[src/rtl/fix2sfp_seq_if.sv]
// Start/busy/done handshake and data bus between a requester and the
// fixed-point to sfp converter.
interface fix2sfp_seq_if #(
  parameter int fixWidth    = 21,
  parameter int formatWidth = 9
);
  logic                   start;
  logic [fixWidth-1:0]    fixin;
  logic                   busy;
  logic                   done;
  logic [formatWidth-1:0] sfpout;

  modport master (
    output start, fixin,
    input  busy, done, sfpout
  );

  modport slave (
    input  start, fixin,
    output busy, done, sfpout
  );
endinterface

[src/rtl/fix2sfp_seq.sv]
// Sequential converter from 21-bit two's-complement fixed point (10 fraction
// bits) to the 9-bit sfp format. The magnitude is shifted left one bit per
// clock until its leading one reaches the top bit, then rounded to nearest
// even and packed. Too-large values saturate, too-small values flush to zero.
module fix2sfp_seq #(
  parameter int expWidth    = 4,
  parameter int sigWidth    = 4,
  parameter int formatWidth = 1 + expWidth + sigWidth,
  parameter int fixWidth    = 21,
  parameter int fracWidth   = 10
) (
  input  logic        clk,
  input  logic        rst_n,
  fix2sfp_seq_if.slave bus
);

  localparam int bias         = (1 << (expWidth - 1)) - 1;
  localparam int topBit       = fixWidth - 1;
  // Shift count at which the biased exponent would reach zero.
  localparam int flushCnt     = bias + topBit - fracWidth;
  localparam int cntWidth     = $clog2(flushCnt + 1);
  // Two spare bits so exponent overflow past the field is visible.
  localparam int expCalcWidth = expWidth + 2;

  typedef enum logic {IDLE, NORM} state_e;

  state_e                 state_q, state_d;
  logic [fixWidth-1:0]    mag_q, mag_d;
  logic [cntWidth-1:0]    cnt_q, cnt_d;
  logic                   sign_q, sign_d;
  logic                   done_q, done_d;
  logic [formatWidth-1:0] sfpout_q, sfpout_d;

  logic [sigWidth-1:0]     sigRaw;
  logic                    guardBit;
  logic                    stickyBit;
  logic                    roundUp;
  logic [sigWidth:0]       sigSum;
  logic [expCalcWidth-1:0] expBase;
  logic [expCalcWidth-1:0] expFinal;
  logic                    saturate;
  logic [formatWidth-1:0]  packWord;

  // State and datapath registers with synchronous active-low reset.
  always_ff @(posedge clk) begin
    if (!rst_n) begin
      state_q  <= IDLE;
      mag_q    <= '0;
      cnt_q    <= '0;
      sign_q   <= 1'b0;
      done_q   <= 1'b0;
      sfpout_q <= '0;
    end else begin
      state_q  <= state_d;
      mag_q    <= mag_d;
      cnt_q    <= cnt_d;
      sign_q   <= sign_d;
      done_q   <= done_d;
      sfpout_q <= sfpout_d;
    end
  end

  // Round-to-nearest-even and pack of the normalised magnitude.
  always_comb begin
    sigRaw    = mag_q[topBit-1 -: sigWidth];
    guardBit  = mag_q[topBit-1-sigWidth];
    stickyBit = |mag_q[topBit-2-sigWidth:0];
    roundUp   = guardBit & (stickyBit | sigRaw[0]);
    sigSum    = {1'b0, sigRaw} + (sigWidth+1)'(roundUp);
    expBase   = expCalcWidth'(flushCnt) - expCalcWidth'(cnt_q);
    expFinal  = expBase + expCalcWidth'(sigSum[sigWidth]);
    saturate  = (expFinal >= expCalcWidth'(1 << expWidth));
    if (saturate) begin
      packWord = {sign_q, {expWidth{1'b1}}, {sigWidth{1'b1}}};
    end else begin
      packWord = {sign_q, expFinal[expWidth-1:0], sigSum[sigWidth-1:0]};
    end
  end

  // Next-state logic: accept a request, then normalise one bit per clock.
  always_comb begin
    state_d  = state_q;
    mag_d    = mag_q;
    cnt_d    = cnt_q;
    sign_d   = sign_q;
    done_d   = 1'b0;
    sfpout_d = sfpout_q;
    case (state_q)
      IDLE: begin
        if (bus.start) begin
          sign_d  = bus.fixin[topBit];
          mag_d   = bus.fixin[topBit] ? (~bus.fixin + fixWidth'(1)) : bus.fixin;
          cnt_d   = '0;
          state_d = NORM;
        end
      end
      NORM: begin
        if (mag_q == '0) begin
          sfpout_d = '0;
          done_d   = 1'b1;
          state_d  = IDLE;
        end else if (cnt_q == cntWidth'(flushCnt)) begin
          sfpout_d = '0;
          done_d   = 1'b1;
          state_d  = IDLE;
        end else if (mag_q[topBit]) begin
          sfpout_d = packWord;
          done_d   = 1'b1;
          state_d  = IDLE;
        end else begin
          mag_d = mag_q << 1;
          cnt_d = cnt_q + cntWidth'(1);
        end
      end
      default: state_d = IDLE;
    endcase
  end

  // Handshake outputs: busy follows the state, done and result are registered.
  always_comb begin
    bus.busy   = (state_q == NORM);
    bus.done   = done_q;
    bus.sfpout = sfpout_q;
  end

endmodule

[src/flat_wrapper.sv]
// flat-port wrapper written by rule: the top's interface ports become plain ports
module fix2sfp_seq_flat 
#(
  parameter int expWidth    = 4,
  parameter int sigWidth    = 4,
  parameter int formatWidth = 1 + expWidth + sigWidth,
  parameter int fixWidth    = 21,
  parameter int fracWidth   = 10
)
  (clk, rst_n, bus_start, bus_fixin, bus_busy, bus_done, bus_sfpout);
  fix2sfp_seq_if #(.fixWidth(fixWidth), .formatWidth(formatWidth)) bus_i ();
  input  logic clk;
  input  logic rst_n;
  input wire logic [$bits(bus_i.start)-1:0] bus_start;
  input wire logic [$bits(bus_i.fixin)-1:0] bus_fixin;
  output wire logic [$bits(bus_i.busy)-1:0] bus_busy;
  output wire logic [$bits(bus_i.done)-1:0] bus_done;
  output wire logic [$bits(bus_i.sfpout)-1:0] bus_sfpout;
  assign bus_i.start = bus_start;
  assign bus_i.fixin = bus_fixin;
  assign bus_busy = bus_i.busy;
  assign bus_done = bus_i.done;
  assign bus_sfpout = bus_i.sfpout;
  fix2sfp_seq #(.expWidth(expWidth), .sigWidth(sigWidth), .formatWidth(formatWidth), .fixWidth(fixWidth), .fracWidth(fracWidth)) u_core (.clk(clk), .rst_n(rst_n), .bus(bus_i));
endmodule
[config.mk]
export PLATFORM = sky130hd
export DESIGN_NAME = fix2sfp_seq_flat
export DESIGN_NICKNAME = d
export VERILOG_FILES = /design/src/rtl/fix2sfp_seq_if.sv /design/src/rtl/fix2sfp_seq.sv /design/src/flat_wrapper.sv
export SDC_FILE = /design/constraint.sdc
export NUM_CORES = 1
export LEC_CHECK = 0
export CAP_MARGIN = 20
export CORE_MARGIN = 1
export CORE_UTILIZATION = 54
export CTS_CLUSTER_SIZE = 16
export DETAILED_ROUTE_END_ITERATION = 10
export PLACE_DENSITY = 0.8
export REMOVE_ABC_BUFFERS = 1
export SKIP_LAST_GASP = 1
export SYNTH_ARGS = -nofsm -noshare
export SYNTH_HDL_FRONTEND = slang
export SYNTH_SLANG_ARGS = --single-unit
[constraint.sdc]
create_clock -name clk -period 2.5 [get_ports clk]
set_input_delay 0.5 -clock clk [delete_from_list [all_inputs] [get_ports clk]]
set_output_delay 0.5 -clock clk [all_outputs]
set_load 0.03 [all_outputs]
Word level (Yosys, flattened, before mapping) --
Index checks and enable logic that the tools add are counted.
Cells by class: reduce and logical (&&, ||, !) cells 8, add/sub/neg operators 5, div/mod/pow operators 0, shift operators 0, muxes and demuxes 23, magnitude comparators 1, multiply operators 0, eq/ne operators 5, bitwise gates (word level) 4
Operator list (number):
- $mux W21 | 5
- $pmux W21 S2 | 1
- $mux W9 | 3
- $add A21 B1 Y21 const B | 1
- $logic_not A21 Y1 | 1
- $not A21 Y21 | 1
- $mux W5 | 4
- $reduce_or A15 Y1 | 1
- $pmux W5 S2 | 1
- $mux W8 | 1
- $ne A2 B2 Y1 const B | 4
- $mux W1 | 7
- $add A6 B1 Y6 | 1
- $ge A6 B5 Y1 const B | 1
- $reduce_and A2 Y1 | 3
- $sub A5 B5 Y6 const A | 1
- $add A4 B1 Y5 | 1
- $add A5 B1 Y5 const B | 1
- $eq A5 B5 Y1 const B | 1
- $reduce_and A4 Y1 | 1
- $reduce_and A3 Y1 | 1
- $reduce_bool A3 Y1 | 1
- $pmux W1 S2 | 1
- $and A1 B1 Y1 | 1
- other kinds (2) | 2
Storage, ports and cells: word-level logic and storage cells 53, bits in latches 0, output and inout port bits 11, ROM bits 0, bits of input ports 24, flip-flop bits (word level) 38, memories kept 0, bits in writable memories 0

Longest topological paths before layout --
depth in word-level cells 10, mapped depth 11, gate-level depth less buffers 11

Least setup slack after synthesis --
No wires, ideal clock.
kind input to register, start point input port bus_fixin[5], end point register u_core.mag_q[17], path buffers 1, path slack 0.284 ns, stages on the path 6, data required time 2.375 ns, data arrival time 2.091 ns, library setup time 0.125 ns, cells stage by stage or4_4 buf_6 or4_4 nor4_4 mux2i_1 a31oi_1
Between the ends: cells in the longest elaborated chain, start to end 5
RTL lines:
- start, declared | line flat_wrapper.sv:15 | input wire logic [$bits(bus_i.fixin)-1:0] bus_fixin;
- $not A21 Y21 | line fix2sfp_seq.sv:92 | mag_d = bus.fixin[topBit] ? (~bus.fixin + fixWidth'(1)) : bus.fixin;
- $add A21 B1 Y21 | line fix2sfp_seq.sv:92
- $mux W21 | line fix2sfp_seq.sv:92
- $mux W21 | line fix2sfp_seq.sv:90 | if (bus.start) begin
- $pmux W21 S2 | line fix2sfp_seq.sv:88 | case (state_q)
- end signal, assigned | line fix2sfp_seq.sv:55 | mag_q <= mag_d;
- end, declared | line fix2sfp_seq.sv:28 | logic [fixWidth-1:0] mag_q, mag_d;
Every way passes these cells. The select of a mux whose other input is x is not followed. A chain may end at the register's enable or synchronous reset.

Final worst setup path --
start point input port bus_fixin[0], end point register u_core.mag_q[18]
The elaborated chain is that of the path after synthesis.

==> summary.md <==
| Metric | Value |
|---|---|
| Outcome | `finished, final reports clean` |
| Core ar. | `4090 um2` |
| Postcts setup bufs | `0` |
| CTS resizes | `0` |
| Dominant cells by area after synthesis | `dfxtp_1, o21ai_0, a21oi_1` |
| Final hold vios | `0` |
| Initial Util | `0.571` |
| Synth Cell Area | `2330 um2` |
| Die width | `67.7 um` |
| Post-synth top area cell | `dfxtp_1` |
| Setup WS post-layout | `0.125 ns` |
| Total track usage | `0.299` |
| Number of flops mapped to enable cells by yosys | `0` |
| Place WS | `-0.214 ns` |
| HP Class | `flop to flop` |
| Slew @ Worst Pin | `0.460 ns` |
| H-Tree Depth | `2` |
| Max Slew Vio Count | `0` |
| Placer Congestion | `0.906` |
| P&R area growth vs syn | `31.5%` |
| Post-synthesis register bit count | `38` |
| Root buf cell | `clkbuf_8` |
| Most numerous cell in the Yosys netlist | `dfxtp_1` |
| Initial antenna violation count | `0` |
| DIE AREA | `4590 um2` |
| Hold_buf cts | `0` |
| Pin count of the biggest net entering global routing | `23` |
| Tcrit/Tclk final | `0.950` |
| First-pass GRT wire length | `10100 um` |
| Worst skew pair latency | `0.30 ns` |
| Pleak | `1.22 nW` |
| Syn Inst Count | `287` |
| Via Count | `2416` |
| Clk buf depth | `2` |
| WP data arrival | `2.56 ns` |
| Worst setup EP type | `flop` |
| Dpl hpwl | `4580 um` |
| Hold Slack | `0.461 ns` |
| Worst path required time | `2.68 ns` |
| Yosys top cell area share | `0.326` |
| Synthesized area per cell | `8.13 um2` |
| CP startpoint kind | `input port` |
| Sequential fraction of the synthesis area | `0.326` |
| Slew headroom | `0.693` |
| Pwr/cell area | `689 nW/um2` |
| Ys async rst share | `0` |
| Grt ovf | `0` |
| Layout cells sized above 1 | `0.166` |
| Max-Cap Viols | `0` |
| Peak Freq | `0.421 GHz` |
| Final wirelength | `6250 um` |
| Post-synth top cells | `dfxtp_1, o21ai_0, a21oi_1, nor2_1, clkbuf_1` |
| Worst-path clk slew | `0.08 ns` |
| Clock Skew | `0.00660 ns` |
| Diode count | `0` |
| Antenna viol nets, final | `0` |
| Layout Nets | `372` |
| YS warnings | `0` |
| Vias per inst | `6.15` |
| RSZ-0062 raised after global routing | `true` |
| Final Util | `0.750` |
| Port Buffers | `34` |
| Post-synth cell types | `46` |
| Clock Sinks | `38` |
| CTS buffer count | `5` |
| CP max FO | `3` |
| Vias in the first global route | `2277` |
| VDD IR max | `0.449 mV` |
| Die Y | `67.7 um` |
| First DRT Iteration DRCs | `143` |
| Drt drc | `0` |
| IO Pins | `35` |
| Synth Flop Type | `dfxtp_1` |
| CTS tree | `done` |
| Drt pass-1 iters | `5` |
| Min Tclk post-route | `2.37 ns` |
| Drt wl/cell | `15.9 um` |
| CP Class | `input port to flop` |
| Setup violations, final | `0` |
| Row count | `23` |
-- where the power goes --
group	internal, W	total [W]	leakage (nW)	switching (W)
clock network	0.000426	0.000653	0.0714	0.000227
registers	0.000701	0.000791	0.312	0.0000892
logic	0.000301	0.000670	0.838	0.000369
-- cells in the final DEF (no fill, tap or decap), types with 4 or more instances in the layout --
| cell type | synthesis | final |
|---|---|---|
| a21o_1 | 6 | 6 |
| a21oi_1 | 20 | 20 |
| a22oi_1 | 5 | 5 |
| a31oi_1 | 4 | 4 |
| buf_4 | 0 | 34 |
| clkbuf_8 | 0 | 6 |
| clkdlybuf4s50_1 | 0 | 34 |
| dfxtp_1 | 38 | 38 |
| ha_1 | 6 | 6 |
| inv_1 | 12 | 12 |
| nand2_1 | 18 | 18 |
| nand3_1 | 5 | 5 |
| nor2_1 | 20 | 20 |
| nor2b_1 | 7 | 7 |
| nor4_1 | 6 | 6 |
| o211ai_1 | 4 | 4 |
| o21a_1 | 7 | 7 |
| o21ai_0 | 26 | 25 |
| o221a_2 | 5 | 5 |
| o41ai_1 | 7 | 6 |
| or3_1 | 10 | 10 |
| xnor2_1 | 11 | 11 |
| xor2_1 | 7 | 7 |
-- registers in the layout (all words and copies together), names as in the netlist --
signal and cells:
u_core.sign_q 1, u_core.bus.sfpout 9, u_core.cnt_q 5, u_core.bus.busy 1, u_core.mag_q 21, u_core.bus.done 1
-- layer usage --
layer  up-vias  GRT usage  part of all wire
li1       1161          -                 -
met1      1108      0.350              0.42
met2       122      0.502              0.47
met3        25     0.0591             0.076
met4         0      0.173             0.031
met5         -          0                 0
-- worst max-delay path, stage by stage --
cell and delay (ns):
clkdlybuf4s50_1 0.42, inv_1 0.07, ha_1 0.18, or4b_4 0.50
buf_4 0.16, nor4_1 0.31, buf_4 0.19, or3_1 0.14
a31oi_1 0.08
-- metrics by stage --
step	cell area (um2)	power, W	setup TNS, ns	instances
2_1_floorplan	2250	0.00118	0	267
3_3_place_gp	2910	0.00144	-1.04	385
3_5_place_dp	2910	0.00145	-1.31	385
4_1_cts	3050	0.00210	0	393
5_1_grt	3070	0.00221	-0.117	393
6_report	3070	0.00211	0	393
-- layout make-up --
cell class | count | area [um2]
Multi-Input combinational cell | 217 | 1460
Clock inverter | 2 | 60.1
Timing Repair Buffer | 68 | 596
Tap cell | 50 | 62.6
Clock buffer | 6 | 82.6
Inverter | 12 | 45.0
Fill cell | 331 | 1020
Sequential cell | 38 | 761
-- cell families (layout without fill, tap and decap cells) --
| logic type | count (synthesis) | after routing | share of synthesized area |
|---|---|---|---|
| flip-flops | 38 | 38 | 0.326 |
| multiplexers | 3 | 3 | 0.0129 |
| buffers and inverters | 32 | 88 | 0.0547 |
| AND/OR/NAND/NOR | 91 | 91 | 0.222 |
| AO/OA/AOI/OAI | 99 | 99 | 0.285 |
| adder cells (fa/ha/maj) | 6 | 6 | 0.0322 |
| XOR/XNOR | 18 | 18 | 0.0676 |
-- path summary, 6_finish.rpt --
check	from	to	slack, ns	cells after the start
worst max-delay path	bus_fixin[0]	u_core.mag_q[18]$_SDFFE_PN0P_	0.13	9
worst min-delay path	u_core.bus.sfpout[2]$_SDFFE_PN0P_	u_core.bus.sfpout[2]$_SDFFE_PN0P_	0.46	1
worst max register to register	u_core.mag_q[15]$_SDFFE_PN0P_	u_core.bus.sfpout[6]$_SDFFE_PN0P_	0.13	11
worst min register to register	u_core.bus.sfpout[2]$_SDFFE_PN0P_	u_core.bus.sfpout[2]$_SDFFE_PN0P_	0.46	1
Note: power is estimated with default switching activity, not from simulation.
